<file path="src/rtl/vga_sync_gen_pkg.sv">
// vga_timing_pkg: default VGA 640x480@60 raster constants, colour type and
// small helpers shared by the sync generator, its interface and sub-blocks.
package vga_timing_pkg;

  localparam int COLOR_W = 3;
  localparam int CNT_W   = 10;

  typedef logic [COLOR_W-1:0] rgb_t;
  typedef logic [CNT_W-1:0]   cnt_t;

  localparam rgb_t RGB_BLACK = 3'b000;
  localparam rgb_t RGB_WHITE = 3'b111;

  localparam int H_DISPLAY_DEF = 640;
  localparam int H_FRONT_DEF   = 16;
  localparam int H_SYNC_DEF    = 96;
  localparam int H_BACK_DEF    = 48;
  localparam int V_DISPLAY_DEF = 480;
  localparam int V_FRONT_DEF   = 10;
  localparam int V_SYNC_DEF    = 2;
  localparam int V_BACK_DEF    = 33;

  localparam int H_TOTAL_DEF = H_DISPLAY_DEF + H_FRONT_DEF + H_SYNC_DEF + H_BACK_DEF;
  localparam int V_TOTAL_DEF = V_DISPLAY_DEF + V_FRONT_DEF + V_SYNC_DEF + V_BACK_DEF;

  // True when pos lies in the inclusive window [first, last].
  function automatic logic in_window(cnt_t pos, cnt_t first, cnt_t last);
    return (pos >= first) && (pos <= last);
  endfunction

endpackage

</file>
<file path="src/rtl/vga_sync_gen_if.sv">
// vga_sync_gen_if: pixel coordinate / colour bus between the timing generator
// (master) and the renderer plus display pins (slave).
interface vga_sync_gen_if;
  import vga_timing_pkg::*;

  rgb_t rgb_in;
  cnt_t x;
  cnt_t y;
  logic video_on;
  logic p_tick;
  logic line_tick;
  logic frame_tick;
  logic hsync;
  logic vsync;
  rgb_t rgb_out;

  modport master (
    input  rgb_in,
    output x, y, video_on, p_tick, line_tick, frame_tick, hsync, vsync, rgb_out
  );

  modport slave (
    output rgb_in,
    input  x, y, video_on, p_tick, line_tick, frame_tick, hsync, vsync, rgb_out
  );

endinterface

</file>
<file path="src/rtl/vga_sync_gen_pixel_tick_gen.sv">
// pixel_tick_gen: divides the system clock down to the pixel rate and emits a
// one-clock enable on the last system clock of every pixel period.
module pixel_tick_gen #(
  parameter int CLK_DIV = 2
) (
  input  logic clk,
  input  logic rst,
  output logic p_tick
);

  localparam int DIV_W = $clog2(CLK_DIV);
  localparam logic [DIV_W-1:0] DIV_LAST = DIV_W'(CLK_DIV - 1);

  logic [DIV_W-1:0] div_cnt;

  // Free-running modulo-CLK_DIV counter; restarts at 0 on reset.
  always_ff @(posedge clk) begin
    if (rst) begin
      div_cnt <= '0;
    end else if (div_cnt == DIV_LAST) begin
      div_cnt <= '0;
    end else begin
      div_cnt <= div_cnt + 1'b1;
    end
  end

  assign p_tick = (div_cnt == DIV_LAST);

endmodule

</file>
<file path="src/rtl/vga_sync_gen.sv">
// vga_sync_gen: VGA raster timing generator. Scans the horizontal/vertical
// counters at the pixel rate, publishes the coordinate bus to the renderer and
// re-times sync and blanked colour so that all three pins move together one
// pixel behind the coordinates.
module vga_sync_gen
  import vga_timing_pkg::*;
#(
  parameter int CLK_DIV   = 2,
  parameter int H_DISPLAY = H_DISPLAY_DEF,
  parameter int H_FRONT   = H_FRONT_DEF,
  parameter int H_SYNC    = H_SYNC_DEF,
  parameter int H_BACK    = H_BACK_DEF,
  parameter int V_DISPLAY = V_DISPLAY_DEF,
  parameter int V_FRONT   = V_FRONT_DEF,
  parameter int V_SYNC    = V_SYNC_DEF,
  parameter int V_BACK    = V_BACK_DEF
) (
  input  logic           clk,
  input  logic           rst,
  vga_sync_gen_if.master bus
);

  localparam int H_TOTAL = H_DISPLAY + H_FRONT + H_SYNC + H_BACK;
  localparam int V_TOTAL = V_DISPLAY + V_FRONT + V_SYNC + V_BACK;

  localparam cnt_t H_LAST   = cnt_t'(H_TOTAL - 1);
  localparam cnt_t V_LAST   = cnt_t'(V_TOTAL - 1);
  localparam cnt_t H_VIS    = cnt_t'(H_DISPLAY);
  localparam cnt_t V_VIS    = cnt_t'(V_DISPLAY);
  localparam cnt_t HS_FIRST = cnt_t'(H_DISPLAY + H_FRONT);
  localparam cnt_t HS_LAST  = cnt_t'(H_DISPLAY + H_FRONT + H_SYNC - 1);
  localparam cnt_t VS_FIRST = cnt_t'(V_DISPLAY + V_FRONT);
  localparam cnt_t VS_LAST  = cnt_t'(V_DISPLAY + V_FRONT + V_SYNC - 1);

  logic p_tick;
  cnt_t h_cnt;
  cnt_t v_cnt;
  logic h_end;
  logic v_end;
  logic video_on;
  logic hsync_raw;
  logic vsync_raw;
  logic hsync_q;
  logic vsync_q;
  rgb_t rgb_q;

  pixel_tick_gen #(
    .CLK_DIV (CLK_DIV)
  ) u_pixel_tick_gen (
    .clk    (clk),
    .rst    (rst),
    .p_tick (p_tick)
  );

  // Decode the end-of-line/frame positions, visible area and raw sync windows.
  always_comb begin
    h_end     = (h_cnt == H_LAST);
    v_end     = (v_cnt == V_LAST);
    video_on  = (h_cnt < H_VIS) && (v_cnt < V_VIS);
    hsync_raw = !in_window(h_cnt, HS_FIRST, HS_LAST);
    vsync_raw = !in_window(v_cnt, VS_FIRST, VS_LAST);
  end

  // Raster scan: x advances each pixel, y advances only when x wraps.
  always_ff @(posedge clk) begin
    if (rst) begin
      h_cnt <= '0;
      v_cnt <= '0;
    end else if (p_tick) begin
      if (h_end) begin
        h_cnt <= '0;
        if (v_end) begin
          v_cnt <= '0;
        end else begin
          v_cnt <= v_cnt + 1'b1;
        end
      end else begin
        h_cnt <= h_cnt + 1'b1;
      end
    end
  end

  // Pin stage: capture sync and blanked colour once per pixel so all three
  // outputs lag the coordinates by exactly one pixel period together.
  always_ff @(posedge clk) begin
    if (rst) begin
      hsync_q <= 1'b1;
      vsync_q <= 1'b1;
      rgb_q   <= RGB_BLACK;
    end else if (p_tick) begin
      hsync_q <= hsync_raw;
      vsync_q <= vsync_raw;
      rgb_q   <= video_on ? bus.rgb_in : RGB_BLACK;
    end
  end

  assign bus.x          = h_cnt;
  assign bus.y          = v_cnt;
  assign bus.video_on   = video_on;
  assign bus.p_tick     = p_tick;
  assign bus.line_tick  = p_tick && h_end;
  assign bus.frame_tick = p_tick && h_end && v_end;
  assign bus.hsync      = hsync_q;
  assign bus.vsync      = vsync_q;
  assign bus.rgb_out    = rgb_q;

endmodule

</file>
<file path="src/flat_wrapper.sv">
// flat-port wrapper written by rule: the top's interface ports become plain ports
module vga_sync_gen_flat import vga_timing_pkg::*;
#(
  parameter int CLK_DIV   = 2,
  parameter int H_DISPLAY = H_DISPLAY_DEF,
  parameter int H_FRONT   = H_FRONT_DEF,
  parameter int H_SYNC    = H_SYNC_DEF,
  parameter int H_BACK    = H_BACK_DEF,
  parameter int V_DISPLAY = V_DISPLAY_DEF,
  parameter int V_FRONT   = V_FRONT_DEF,
  parameter int V_SYNC    = V_SYNC_DEF,
  parameter int V_BACK    = V_BACK_DEF
)
  (clk, rst, bus_rgb_in, bus_x, bus_y, bus_video_on, bus_p_tick, bus_line_tick, bus_frame_tick, bus_hsync, bus_vsync, bus_rgb_out);
  vga_sync_gen_if bus_i ();
  input  logic clk;
  input  logic rst;
  input wire logic [$bits(bus_i.rgb_in)-1:0] bus_rgb_in;
  output wire logic [$bits(bus_i.x)-1:0] bus_x;
  output wire logic [$bits(bus_i.y)-1:0] bus_y;
  output wire logic [$bits(bus_i.video_on)-1:0] bus_video_on;
  output wire logic [$bits(bus_i.p_tick)-1:0] bus_p_tick;
  output wire logic [$bits(bus_i.line_tick)-1:0] bus_line_tick;
  output wire logic [$bits(bus_i.frame_tick)-1:0] bus_frame_tick;
  output wire logic [$bits(bus_i.hsync)-1:0] bus_hsync;
  output wire logic [$bits(bus_i.vsync)-1:0] bus_vsync;
  output wire logic [$bits(bus_i.rgb_out)-1:0] bus_rgb_out;
  assign bus_i.rgb_in = bus_rgb_in;
  assign bus_x = bus_i.x;
  assign bus_y = bus_i.y;
  assign bus_video_on = bus_i.video_on;
  assign bus_p_tick = bus_i.p_tick;
  assign bus_line_tick = bus_i.line_tick;
  assign bus_frame_tick = bus_i.frame_tick;
  assign bus_hsync = bus_i.hsync;
  assign bus_vsync = bus_i.vsync;
  assign bus_rgb_out = bus_i.rgb_out;
  vga_sync_gen #(.CLK_DIV(CLK_DIV), .H_DISPLAY(H_DISPLAY), .H_FRONT(H_FRONT), .H_SYNC(H_SYNC), .H_BACK(H_BACK), .V_DISPLAY(V_DISPLAY), .V_FRONT(V_FRONT), .V_SYNC(V_SYNC), .V_BACK(V_BACK)) u_core (.clk(clk), .rst(rst), .bus(bus_i));
endmodule
</file>
<file path="config.mk">
export PLATFORM = sky130hd
export DESIGN_NAME = vga_sync_gen_flat
export DESIGN_NICKNAME = d
export VERILOG_FILES = /design/src/rtl/vga_sync_gen_pkg.sv /design/src/rtl/vga_sync_gen_if.sv /design/src/rtl/vga_sync_gen_pixel_tick_gen.sv /design/src/rtl/vga_sync_gen.sv /design/src/flat_wrapper.sv
export SDC_FILE = /design/constraint.sdc
export NUM_CORES = 1
export LEC_CHECK = 0
export BUFFER_PORTS_ARGS = -buffer_cell sky130_fd_sc_hd__buf_2
export CELL_PAD_IN_SITES_DETAIL_PLACEMENT = 0
export CELL_PAD_IN_SITES_GLOBAL_PLACEMENT = 1
export CORE_MARGIN = 4
export CORE_UTILIZATION = 30
export DETAILED_ROUTE_END_ITERATION = 8
export GPL_ROUTABILITY_DRIVEN = 0
export PLACE_DENSITY = 0.77
export SYNTH_ARGS = -nofsm -noshare
export SYNTH_HDL_FRONTEND = slang
export SYNTH_SLANG_ARGS = --single-unit
</file>
<file path="constraint.sdc">
create_clock -name clk -period 2.35 [get_ports clk]
set_clock_uncertainty 0.05 [all_clocks]
set_input_delay 0.1175 -clock clk [delete_from_list [all_inputs] [get_ports clk]]
set_output_delay 0.1175 -clock clk [all_outputs]
set_load 0.02 [all_outputs]
</file>
-- Yosys cells after proc, flatten, opt, wreduce, memory -nomap -nowiden
Index checks and enable logic that the tools add are counted.
- register bits after elaboration: 26
- output and inout port bits: 29
- bits of input ports: 5
- logic and storage cells: 29
- $add $sub $neg: 3
- eq/ne operators: 2
- reductions and logical operators: 9
- magnitude comparators: 6
- muxes and demuxes: 3
- operator list (cell ; count):
    adder 10 x 1 -> 10 bit (second input constant) ; 2
    == test 10 bit (second input constant) ; 2
    2-to-1 mux 10 bit ; 2
    greater-or-equal comparator 10 bit (second input constant) ; 1
    greater-or-equal comparator 10 x 9 -> 1 bit (second input constant) ; 1
    <= comparator 10 bit (second input constant) ; 1
    <= comparator 10 x 9 -> 1 bit (second input constant) ; 1
    less-than comparator 10 bit (second input constant) ; 1
    less-than comparator 10 x 9 -> 1 bit (second input constant) ; 1
    logical AND 1 bit ; 5
    2-to-1 mux 3 bit ; 1
    zero test 1 bit ; 2
    AND reduction 2 bit ; 1
    OR reduction 2 bit ; 1
    adder 1 bit (second input constant) ; 1

-- Depth between registers and ports, before layout
- depth in word-level cells: 3
- mapped depth: 6

-- Hierarchy
A second synthesis with hierarchy kept.
- cells, all modules: 143
- area total of the unflattened synthesis: 1258.7 um2
- by module, submodules not included (module ; instances ; seq. area each (um2) ; area each (um2) ; cells each):
    vga_sync_gen ; 1 ; 500.5 ; 1234.9 ; 141
    pixel_tick_gen ; 1 ; 20.0 ; 23.8 ; 2

-- Worst setup path after synthesis
No wires, ideal clock.
- path kind: register to register
- start point: register u_core.h_cnt[4] (netlist: u_core.bus.x[4])
- end point: register u_core.v_cnt[6] (netlist: u_core.bus.y[6])
- path slack: -0.017 ns
- data required time: 2.231 ns
- setup time: 0.069 ns
- cell stages (with the launch flop): 6
- data arrival time: 2.248 ns
- period minus slack after synthesis: 2.367 ns
- buffers on the path: 1
- cell sequence: dfxtp_1 -> or4b_4 -> or4_1 -> buf_2 -> or4b_4 -> a21oi_2
- longest elaborated chain between the ends: 2
- RTL lines (element ; RTL line ; source):
    start: declaration ; vga_sync_gen.sv:36 ; cnt_t h_cnt;
    start signal: assignment ; vga_sync_gen.sv:78 ; h_cnt <= h_cnt + 1'b1;
    == test 10 bit ; vga_sync_gen.sv:57 ; h_end = (h_cnt == H_LAST);
    AND reduction 2 bit (no source line) ; - ;
    end signal: assignment ; vga_sync_gen.sv:75 ; v_cnt <= v_cnt + 1'b1;
    end: declaration ; vga_sync_gen.sv:37 ; cnt_t v_cnt;
No other way between the ends.
A chain may end at the register's enable or synchronous reset.

-- Worst setup path after layout
Ends and elaborated chain as after synthesis.

==> results.cfg <==
[hold_path]
hold_path_class = primary input to flop
hold_depth = 2
hp-start = bus_rgb_in[0]
hold_end = u_core.bus.rgb_out[0]

[yosys]
synth.most_common_cell = dfxtp_1
syn_inst = 142
postSynthAreaPerCell_um2 = 8.84
synth_area_leader_cell = dfxtp_1
yosys_warnings = 0
ys_top_cells_by_count = dfxtp_1, nor2_1, nand3_1
synth.area.top_cells = dfxtp_1, ha_1, xor2_1
synth_edf_count = 0
synth-main-ff-cell = dfxtp_1
yosysSeqAreaShare = 0.415
async_flop_share = 0
syn_area_um2 = 1250
netlist.area_leader.share = 0.415
ys_types = 31
ys_ff_latch = 26
synth_nets = 152

[critical_path]
path_cells = or4b_4 -> or4_1 -> or4b_4 -> a21oi_2
critical_path.max_stage_delay_ns = 0.53
cpMostUsedCell = or4b_4
r2r_start = u_core.bus.x[4]
crit_slowest_cell = or4_1
cp.required_ns = 2.52
critPathKind = flop to flop
r2r_setup_slack_ns = 0.17
rr_endpoint = u_core.bus.y[6]
cpLargestDelayFamily = simple AND/OR/NAND/NOR gates
cp_max_fo = 9
worstPathArrival_ns = 2.34
worstSetupStartpointType = flop
crit_buf_inv = 0
rr_worst_depth = 4
crit_path_end_kind = flop

[pwr]
power.internal_uw = 584
peakVddDrop_v = 0.000229
p_switching_uw = 180
p_leak_nw = 0.654
sw_frac_of_total = 0.235
pwr-share-seq = 0.595
p_comb_frac = 0.069
clkPwrFrac = 0.336
p_per_area_nw_per_um2 = 484

[sta]
hold_ws_ns = -0.00146
layout_min_cycle_time_ns = 2.18
finalHoldViolations = 1
rsz0062_at_grt = no
setup_viol = 0
slew_violations = 0
relSlewSlack = 0.683
fin_tns_setup_ns = 0
worst_pin_slew_ns = 0.463
min_period_over_period = 0.926
fmax_mhz = 459

[cells_and_area]
fin_util = 0.392
num_antenna_cells = 0
n_fill_cell = 441
register_area_um2 = 522
area_growth_syn_to_layout_pct = 25.7
multi_input_area_um2 = 688
final_nets = 194
drive_gt1_frac = 0.258

[drt]
first_pass_iters = 4
drt_iter0_drc = 46
routedWlPerCell_um = 13.5
vias_per_cell = 5.08
drcViolationCount = 0
vias = 1179
ant_nets = 0
routed_wl_um = 3120

[die]
io_pins = 34
die_h_um = 72.7
start_util = 0.311
row_count = 23
die_area_um2 = 5280
core_um2 = 4030
die_width_um = 72.7

[run]
maxCapViolations = 0

[global_route]
grt_pass1_vias = 1096
grt_pass1_wl_um = 5320
grt_max_degree = 14
antenna_found_initial = 0
grt_overflow = 0
grt_usage = 0.126

[clock_tree]
cts.sinks = 26
cts_buffers = 3
clock_path_buffers = 2
holdBufCountCts = 2
insertion_delay_ns = 0.27
htreeDepth = 1
post-cts-setup-buffer-count = 0
clock-root-buffer = clkbuf_8
cts_resized = 0
path_clk_slew_ns = 0.09
cts_tree = built

[status]
violations = hold timing
status = finished with violations

[place]
io_buffer_count = 33
dp_hpwl_um = 2320
state kept, by name, summed over array words and instances (netlist names):
register / cells
u_core.bus.x: 10
u_core.bus.vsync: 1
u_core.u_pixel_tick_gen.p_tick: 1
u_core.bus.rgb_out: 3
u_core.bus.hsync: 1
u_core.bus.y: 10
power groups by stage:
stage	logic [mW]	registers, mW	clock network, mW
after global placement	0.0509	0.464	0
after global routing	0.0592	0.456	0.275
after floorplan	0.0208	0.473	0
after detailed placement	0.0510	0.464	0
after CTS	0.0538	0.454	0.261
final	0.0528	0.454	0.257
through the flow:
| step | area (um2) | worst slack (ns) | power [mW] | cells |
|---|---|---|---|---|
| after global placement | 1520 | 0.197 | 0.515 | 227 |
| after global routing | 1580 | 0.0651 | 0.790 | 232 |
| final | 1580 | 0.173 | 0.764 | 232 |
| after detailed placement | 1520 | 0.178 | 0.515 | 227 |
| after CTS | 1580 | 0.162 | 0.770 | 232 |
| after floorplan | 1260 | 0.0307 | 0.494 | 142 |
worst register-to-register path, delay by kind of cell, from the launching register on:
| kind | cells | cell delay (ns) |
|---|---|---|
| flip-flops | 1 | 0.40 |
| AND/OR/NAND/NOR | 3 | 1.53 |
| AO/OA/AOI/OAI | 1 | 0.13 |
cell families (layout without fill, tap and decap cells):
logic type / after synthesis / after routing / synth area share
AND/OR/NAND/NOR: 63 / 63 / 0.285
flip-flops: 26 / 26 / 0.415
AO/OA/AOI/OAI: 24 / 24 / 0.130
XOR/XNOR: 12 / 12 / 0.0837
buffers and inverters: 12 / 52 / 0.0369
adder cells (fa/ha/maj): 5 / 5 / 0.0499
routing by layer:
layer  part of all wire  up-vias  track usage
met2               0.47       18        0.197
li1                   -      594            -
met1               0.48      563        0.174
met5                  0        -            0
met4              0.018        0       0.0492
met3              0.029        4       0.0207
area by class of cell:
cell class	count	share of cell area
Sequential cell	26	0.331
Tap cell	50	0.0397
Clock buffer	3	0.0262
Inverter	7	0.0167
Multi-Input combinational cell	104	0.436
Timing Repair Buffer	42	0.151
placed cells by master (no fill, tap or decap), types with 6 or more instances in the layout:
cell type / netlist / layout
nor2_1: 16 / 16
xor2_1: 7 / 7
nand2_1: 7 / 7
inv_1: 7 / 7
nand3_1: 8 / 8
dfxtp_1: 26 / 25
nand4_1: 6 / 6
buf_4: 0 / 7
o21ai_0: 6 / 6
buf_2: 1 / 33
worst max path at each step:
| stage | cells past startpoint | start | endpoint | slack (ns) |
|---|---|---|---|---|
| after detailed placement | 4 | u_core.bus.x[4] | u_core.bus.y[6] | 0.18 |
| after floorplan | 5 | u_core.bus.x[5] | u_core.bus.y[6] | 0.03 |
| after CTS | 4 | u_core.bus.x[4] | u_core.bus.y[6] | 0.16 |
| final | 4 | u_core.bus.x[4] | u_core.bus.y[6] | 0.17 |
| after global routing | 5 | u_core.bus.x[4] | u_core.bus.y[4] | 0.07 |
| after global placement | 4 | u_core.bus.x[4] | u_core.bus.y[6] | 0.20 |
Power figures use the tool's default switching activity.
